**config.mk**
```make
export PLATFORM = sky130hd
export DESIGN_NAME = bp_nonsynth_cosim_commit_arbiter_flat
export DESIGN_NICKNAME = d
export VERILOG_FILES = /design/src/rtl/bp_nonsynth_cosim_commit_arbiter_if.sv /design/src/rtl/bp_nonsynth_cosim_commit_arbiter.sv /design/src/flat_wrapper.sv
export SDC_FILE = /design/constraint.sdc
export NUM_CORES = 1
export LEC_CHECK = 0
export CORE_AREA = 5 5 383 385
export DETAILED_ROUTE_END_ITERATION = 12
export DIE_AREA = 0 0 388 390
export PLACE_DENSITY = 0.32
export SETUP_SLACK_MARGIN = 0.1
export SLEW_MARGIN = 30
export SYNTH_ARGS = -nofsm -noshare
export SYNTH_HDL_FRONTEND = slang
export SYNTH_SLANG_ARGS = --single-unit
```
**constraint.sdc**
```tcl
create_clock -name clk_i -period 7.75 [get_ports clk_i]
set_clock_uncertainty 0.15 [all_clocks]
set_input_delay 1.55 -clock clk_i [delete_from_list [all_inputs] [get_ports clk_i]]
set_output_delay 1.55 -clock clk_i [all_outputs]
set_load 0.01 [all_outputs]
```
**src/rtl/bp_nonsynth_cosim_commit_arbiter_if.sv**
```systemverilog
// Bundles the per-core commit streams, the shared checker channel and the status outputs.
// The slave modport is the arbiter; the master modport is the commit sources plus the checker.
interface bp_nonsynth_cosim_commit_arbiter_if #(
    parameter int num_core_p      = 4,
    parameter int payload_width_p = 160,
    parameter int cnt_width_p     = 32
);
    localparam int id_w = (num_core_p > 1) ? $clog2(num_core_p) : 1;

    logic [cnt_width_p-1:0]                instr_cap_i;
    logic [num_core_p-1:0]                 commit_v_i;
    logic [num_core_p-1:0]                 commit_instret_i;
    logic [num_core_p-1:0]                 commit_trap_i;
    logic [num_core_p*payload_width_p-1:0] commit_payload_i;
    logic [num_core_p-1:0]                 commit_ready_o;
    logic                                  chk_v_o;
    logic [id_w-1:0]                       chk_core_id_o;
    logic                                  chk_instret_o;
    logic                                  chk_trap_o;
    logic [payload_width_p-1:0]            chk_payload_o;
    logic                                  chk_yumi_i;
    logic [num_core_p-1:0]                 core_finish_o;
    logic                                  done_o;
    logic [num_core_p*cnt_width_p-1:0]     instr_cnt_o;

    modport slave (
        input  instr_cap_i, commit_v_i, commit_instret_i, commit_trap_i, commit_payload_i, chk_yumi_i,
        output commit_ready_o, chk_v_o, chk_core_id_o, chk_instret_o, chk_trap_o, chk_payload_o,
        output core_finish_o, done_o, instr_cnt_o
    );

    modport master (
        output instr_cap_i, commit_v_i, commit_instret_i, commit_trap_i, commit_payload_i, chk_yumi_i,
        input  commit_ready_o, chk_v_o, chk_core_id_o, chk_instret_o, chk_trap_o, chk_payload_o,
        input  core_finish_o, done_o, instr_cnt_o
    );
endinterface

```
**src/rtl/bp_nonsynth_cosim_commit_arbiter.sv**
```systemverilog
// Round-robin share of one cosim checker channel between per-core commit streams, with retire caps.
// Latency: grant cycle N -> chk_v_o at N+1; all cores stall while the output register is full and not yumied.
module bp_nonsynth_cosim_commit_arbiter #(
    parameter int num_core_p      = 4,
    parameter int payload_width_p = 160,
    parameter int cnt_width_p     = 32
) (
    input  logic clk_i,
    input  logic reset_n_i,
    bp_nonsynth_cosim_commit_arbiter_if.slave bus
);
    localparam int id_w = (num_core_p > 1) ? $clog2(num_core_p) : 1;

    typedef enum logic [1:0] {e_run, e_drain, e_done} state_e;

    state_e                      r_state, w_state_nxt;
    logic [id_w-1:0]             r_ptr, w_gnt_id;
    logic                        w_gnt_found, w_gnt, w_load_ok, w_run;
    logic [num_core_p-1:0]       w_elig, r_finish;
    logic [cnt_width_p-1:0]      r_cnt [num_core_p];
    logic                        r_chk_v, r_instret, r_trap;
    logic [id_w-1:0]             r_core_id;
    logic [payload_width_p-1:0]  r_payload;

    // Reset gates the grant combinationally so no ready escapes while reset is held.
    assign w_run     = reset_n_i && (r_state == e_run);
    assign w_load_ok = !r_chk_v || bus.chk_yumi_i;
    assign w_elig    = bus.commit_v_i & ~r_finish & {num_core_p{w_run}};
    assign w_gnt     = w_gnt_found && w_load_ok;

    // First eligible core scanning upward from the pointer, wrapping at num_core_p.
    always_comb begin
        int idx;
        idx         = 0;
        w_gnt_found = 1'b0;
        w_gnt_id    = '0;
        for (int k = 0; k < num_core_p; k++) begin
            idx = int'(r_ptr) + k;
            if (idx >= num_core_p) idx = idx - num_core_p;
            if (!w_gnt_found && w_elig[idx]) begin
                w_gnt_found = 1'b1;
                w_gnt_id    = id_w'(idx);
            end
        end
    end

    always_comb begin
        bus.commit_ready_o = '0;
        if (w_gnt) bus.commit_ready_o[w_gnt_id] = 1'b1;
    end

    always_ff @(posedge clk_i or negedge reset_n_i) begin
        if (!reset_n_i) begin
            r_ptr     <= '0;
            r_chk_v   <= 1'b0;
            r_core_id <= '0;
            r_instret <= 1'b0;
            r_trap    <= 1'b0;
            r_payload <= '0;
        end else if (w_gnt) begin
            r_ptr     <= (w_gnt_id == id_w'(num_core_p - 1)) ? '0 : w_gnt_id + 1'b1;
            r_chk_v   <= 1'b1;
            r_core_id <= w_gnt_id;
            r_instret <= bus.commit_instret_i[w_gnt_id];
            r_trap    <= bus.commit_trap_i[w_gnt_id];
            r_payload <= bus.commit_payload_i[w_gnt_id*payload_width_p +: payload_width_p];
        end else if (bus.chk_yumi_i) begin
            r_chk_v   <= 1'b0;
        end
    end

    // Counters saturate; finish compares against the live cap so a cap change applies immediately.
    always_ff @(posedge clk_i or negedge reset_n_i) begin
        if (!reset_n_i) begin
            r_finish <= '0;
            for (int i = 0; i < num_core_p; i++) r_cnt[i] <= '0;
        end else begin
            for (int i = 0; i < num_core_p; i++) begin
                if (w_gnt && (w_gnt_id == id_w'(i)) && bus.commit_instret_i[i]
                    && !bus.commit_trap_i[i] && (r_cnt[i] != '1))
                    r_cnt[i] <= r_cnt[i] + 1'b1;
                if ((bus.instr_cap_i != '0) && (r_cnt[i] == bus.instr_cap_i))
                    r_finish[i] <= 1'b1;
            end
        end
    end

    always_ff @(posedge clk_i or negedge reset_n_i) begin
        if (!reset_n_i) r_state <= e_run;
        else            r_state <= w_state_nxt;
    end

    always_comb begin
        w_state_nxt = r_state;
        case (r_state)
            e_run:   if (&r_finish) w_state_nxt = e_drain;
            e_drain: if (!r_chk_v || bus.chk_yumi_i) w_state_nxt = e_done;
            e_done:  w_state_nxt = e_done;
            default: w_state_nxt = e_run;
        endcase
    end

    assign bus.chk_v_o       = r_chk_v;
    assign bus.chk_core_id_o = r_core_id;
    assign bus.chk_instret_o = r_instret;
    assign bus.chk_trap_o    = r_trap;
    assign bus.chk_payload_o = r_payload;
    assign bus.core_finish_o = r_finish;
    assign bus.done_o        = (r_state == e_done);

    always_comb begin
        bus.instr_cnt_o = '0;
        for (int i = 0; i < num_core_p; i++) bus.instr_cnt_o[i*cnt_width_p +: cnt_width_p] = r_cnt[i];
    end

    yumi_only_when_valid: assert property (@(posedge clk_i) disable iff (!reset_n_i)
        bus.chk_yumi_i |-> r_chk_v);
endmodule

```
**src/flat_wrapper.sv**
```systemverilog
// flat-port wrapper written by rule: the top's interface ports become plain ports
module bp_nonsynth_cosim_commit_arbiter_flat 
#(
    parameter int num_core_p      = 4,
    parameter int payload_width_p = 160,
    parameter int cnt_width_p     = 32
)
  (clk_i, reset_n_i, bus_instr_cap_i, bus_commit_v_i, bus_commit_instret_i, bus_commit_trap_i, bus_commit_payload_i, bus_chk_yumi_i, bus_commit_ready_o, bus_chk_v_o, bus_chk_core_id_o, bus_chk_instret_o, bus_chk_trap_o, bus_chk_payload_o, bus_core_finish_o, bus_done_o, bus_instr_cnt_o);
  bp_nonsynth_cosim_commit_arbiter_if #(.num_core_p(num_core_p), .payload_width_p(payload_width_p), .cnt_width_p(cnt_width_p)) bus_i ();
  input  logic clk_i;
  input  logic reset_n_i;
  input wire logic [$bits(bus_i.instr_cap_i)-1:0] bus_instr_cap_i;
  input wire logic [$bits(bus_i.commit_v_i)-1:0] bus_commit_v_i;
  input wire logic [$bits(bus_i.commit_instret_i)-1:0] bus_commit_instret_i;
  input wire logic [$bits(bus_i.commit_trap_i)-1:0] bus_commit_trap_i;
  input wire logic [$bits(bus_i.commit_payload_i)-1:0] bus_commit_payload_i;
  input wire logic [$bits(bus_i.chk_yumi_i)-1:0] bus_chk_yumi_i;
  output wire logic [$bits(bus_i.commit_ready_o)-1:0] bus_commit_ready_o;
  output wire logic [$bits(bus_i.chk_v_o)-1:0] bus_chk_v_o;
  output wire logic [$bits(bus_i.chk_core_id_o)-1:0] bus_chk_core_id_o;
  output wire logic [$bits(bus_i.chk_instret_o)-1:0] bus_chk_instret_o;
  output wire logic [$bits(bus_i.chk_trap_o)-1:0] bus_chk_trap_o;
  output wire logic [$bits(bus_i.chk_payload_o)-1:0] bus_chk_payload_o;
  output wire logic [$bits(bus_i.core_finish_o)-1:0] bus_core_finish_o;
  output wire logic [$bits(bus_i.done_o)-1:0] bus_done_o;
  output wire logic [$bits(bus_i.instr_cnt_o)-1:0] bus_instr_cnt_o;
  assign bus_i.instr_cap_i = bus_instr_cap_i;
  assign bus_i.commit_v_i = bus_commit_v_i;
  assign bus_i.commit_instret_i = bus_commit_instret_i;
  assign bus_i.commit_trap_i = bus_commit_trap_i;
  assign bus_i.commit_payload_i = bus_commit_payload_i;
  assign bus_i.chk_yumi_i = bus_chk_yumi_i;
  assign bus_commit_ready_o = bus_i.commit_ready_o;
  assign bus_chk_v_o = bus_i.chk_v_o;
  assign bus_chk_core_id_o = bus_i.chk_core_id_o;
  assign bus_chk_instret_o = bus_i.chk_instret_o;
  assign bus_chk_trap_o = bus_i.chk_trap_o;
  assign bus_chk_payload_o = bus_i.chk_payload_o;
  assign bus_core_finish_o = bus_i.core_finish_o;
  assign bus_done_o = bus_i.done_o;
  assign bus_instr_cnt_o = bus_i.instr_cnt_o;
  bp_nonsynth_cosim_commit_arbiter #(.num_core_p(num_core_p), .payload_width_p(payload_width_p), .cnt_width_p(cnt_width_p)) u_core (.clk_i(clk_i), .reset_n_i(reset_n_i), .bus(bus_i));
endmodule
```
==> results.md <==
- Final Hold Viols: 0
- Hold-fix buffers at CTS: 0
- PwrDens: 192 nW/µm²
- Avg Inst Size Synth: 9.22 µm²
- Worst r2r dst: u_core.bus.chk_payload_o[54]
- Synth cell types: 59
- Synthesis Warnings: 0
- Clk pin slew, worst setup/hold paths: 0.06 ns
- EDFF count, synth: 0
- Cell Chain, Critical Path: clkdlybuf4s50_1 -> nand2b_1 -> a41o_1 -> nand2b_4 -> buf_4 -> nor3_1 -> clkdlybuf4s50_1
- Finished Layout Cells: 4822
- Post-synthesis mux area share: 0.000612
- I/O pins: 989
- Antenna viol nets, final: 0
- Slowest-stage cell, CP: clkdlybuf4s50_1
- Via/cell ratio: 4.22
- CP most frequent cell: clkdlybuf4s50_1
- GRT Util Overall: 0.183
- # nets final: 3570
- Crit path max fanout: 43
- Number of buffers created by CTS: 46
- Die Footprint: 151000 µm²
- Largest net degree at the start of global routing: 125
- Die Wd: 388 µm
- Critical Path End Type: output pin
- Max_slew headroom: 0.346
- Setup slack, reg-to-reg: 3.45 ns
- CTS root buf: clkbuf_16
- Final setup vio count: 0
- Most frequent cells in the layout: 987 x clkdlybuf4s50_1, 379 x nand2_1, 301 x dfrtp_1
- Pin slew with the least headroom to its limit: 0.981 ns
- Minimum clock period: 6.10 ns
- Main combinational cell family by area after synthesis: compound AO/OA/AOI/OAI gates
- Worst Reg-to-Reg Cells: 9
- Most common cell after layout, fill and taps aside: clkdlybuf4s50_1
- Leakage power: 0.0118 µW
- Hpwl dp: 114 mm
- Crit path arrival time: 4.40 ns
- Antenna violations before repair: 64
- Sequential area share after synthesis: 0.410
- DRT iter0 DRCs: 1182
- R2R Path Start: u_core.r_state[1]
- Initial DRT Pass Iterations: 7
- Clk buf depth: 3
- Synthesis-stage register bit count: 301
- Fraction of registers with async set/reset: 1.00
- Hold Path Origin: u_core.bus.chk_core_id_o[1]
- RSZ-0062 raised after global routing: false
- Row Count: 139
- Initial core utilization: 0.129
- Max Cap Viol: 0
- Die Span Y: 390 µm
- Net switching power: 2040 µW
- Routed vias: 20300
- Post-Synth Simple-Gate Area: 0.191
- Power share of the sequential group: 0.323
- Worst hold path stage count: 2
- Setup TNS: 0 ns
- Mean routed wirelength per cell: 30.3 µm
- Peak Freq: 0.164 GHz
- Clock Power Share: 0.351
- Placed instance count: 4730
- Worst hold endpoint: u_core.bus.chk_core_id_o[1]
- Worst ir drop on vdd: 0.000147 V
- Sw Ratio: 0.337
- Startpoint types: primary input
- Synth Instances: 1995
- Setup Buffers After CTS: 0
- Crit Path Class: primary input to output pin
- Total clock sinks: 301
- XOR/XNOR Fraction of Synth Area: 0.120
- Core area: 143000 µm²
- Status: finished clean
- Layout area overhead: 71.7%
- Syn_nets: 2690
- Combinational share of power: 0.326
- Final Slew Violations: 0
- I/O Buffers: 988
- Power Internal: 4020 µW
- Prevailing post-synth register cell: dfrtp_1
- Clk_lat worst skew: 0.63 ns
- Share of cells above drive strength 1: 0.0423
- CP delay by family, top: buffers and inverters
- Vias in the first global route: 21500
- Post-Route WL: 146 mm
- Congestion Overflow GR: 0
- WP buf/inv: 3
- Data required time of the worst path: 6.05 ns
- Post-synthesis cell area: 18400 µm²
- Period utilisation layout: 0.787
- Adder-cell area share of the yosys netlist: 0.00544
- Gpl congestion: 0.835
- Min-Delay Path Class: flop to flop
- First-pass GRT wire length: 196 mm
- Remaining DRCs: 0
- Max incr delay on CP: 0.64 ns
- Resized Gates After CTS: 0
- H-Tree Depth: 2
- CTS tree: built
- Compound-Gate Fraction of Synth Area: 0.222
## power groups by stage
stage                     clock, µW  sequential, µW  combinational [µW]
after floorplan                   0            2050                 663
after global placement            0            1980                2030
after detailed placement          0            1990                2020
after CTS                      2230            1960                2020
after global routing           2270            1990                2100
final                          2130            1960                1980
## worst reg2reg max path, cell delays in order, from the launching register on
cell,delay [ns]
dfrtp_1,0.39
inv_1,0.12
ha_1,0.33
nand4b_2,0.31
a311oi_1,0.46
o22a_4,0.60
buf_4,0.72
buf_4,0.68
a21oi_1,0.21
o22a_1,0.19
## routing by layer
metal  part of all wire  global-route usage  up-vias  wire [µm]
li1                   -                   -     9145          -
met1               0.41               0.216    10200      59400
met2               0.50               0.328      809      73100
met3              0.069              0.0554      201      10100
met4              0.021              0.0372       28       3100
met5             0.0014                   0        -        199
## synthesized netlist by cell type (16+ instances only)
master    number  area, µm²
nand3_1       57        285
o22a_1       162       1420
a221o_1      163       1630
nor2_1        30        113
dfrtp_1      301       7530
clkbuf_1      99        372
nand4_1       98        613
xnor2_1      211       1850
buf_6         16        180
xor2_1        41        359
nor3_1        36        180
buf_2         63        315
nor4_1        27        169
and3_1        38        238
a21oi_1      165        826
nand2_1      379       1420
## worst max path at each step
stage	from	end	slack, ns	cells after the start
2_1_floorplan	bus_commit_v_i[0]	bus_commit_ready_o[0]	3.15	7
3_3_place_gp	bus_commit_v_i[0]	bus_commit_ready_o[0]	1.34	7
6_report	bus_commit_v_i[0]	bus_commit_ready_o[0]	1.65	7
3_5_place_dp	bus_commit_v_i[0]	bus_commit_ready_o[0]	1.40	7
5_1_grt	bus_commit_v_i[0]	bus_commit_ready_o[0]	1.44	7
4_1_cts	bus_commit_v_i[0]	bus_commit_ready_o[0]	1.37	7
## sequential cells by signal, indices dropped and copies added (netlist names)
signal	cells
u_core.bus.chk_core_id_o	2
u_core.bus.chk_instret_o	1
u_core.bus.chk_payload_o	160
u_core.bus.chk_trap_o	1
u_core.bus.chk_v_o	1
u_core.bus.core_finish_o	4
u_core.bus.instr_cnt_o	128
u_core.r_ptr	2
u_core.r_state	2
## logic make-up (layout without fill, tap and decap cells)
logic type | after synthesis | count (layout)
adder cells (fa/ha/maj) | 8 | 8
flip-flops | 301 | 301
AND/OR/NAND/NOR | 723 | 723
AO/OA/AOI/OAI | 516 | 516
multiplexers | 1 | 1
buffers and inverters | 194 | 1107
other | 0 | 11
XOR/XNOR | 252 | 252
## area by class of cell
cell class                 instances  area, µm²
fill                           15700     111000
timing repair buffer            1016      10200
multi-input combinational       1500       9990
sequential                       301       7530
tap                             1903       2380
clock buffer                      73       1360
clock inverter                     8       90.1
inverter                          10       37.5
antenna                           11       27.5
## through the flow
| step | instance area (µm²) | utilization | total power (µW) | hold slack (ns) | setup WS [ns] |
|---|---|---|---|---|---|
| floorplan | 18400 | - | 2710 | 0.366 | 3.15 |
| global placement | 30100 | 0.211 | 4010 | 0.320 | 1.34 |
| detailed placement | 30100 | 0.211 | 4010 | 0.333 | 1.40 |
| CTS | 31500 | 0.221 | 6220 | 0.346 | 1.37 |
| global route | 31600 | 0.221 | 6370 | 0.362 | 1.44 |
| finish | 31600 | 0.221 | 6070 | 0.342 | 1.65 |
Note: power is estimated with default switching activity, not from simulation.
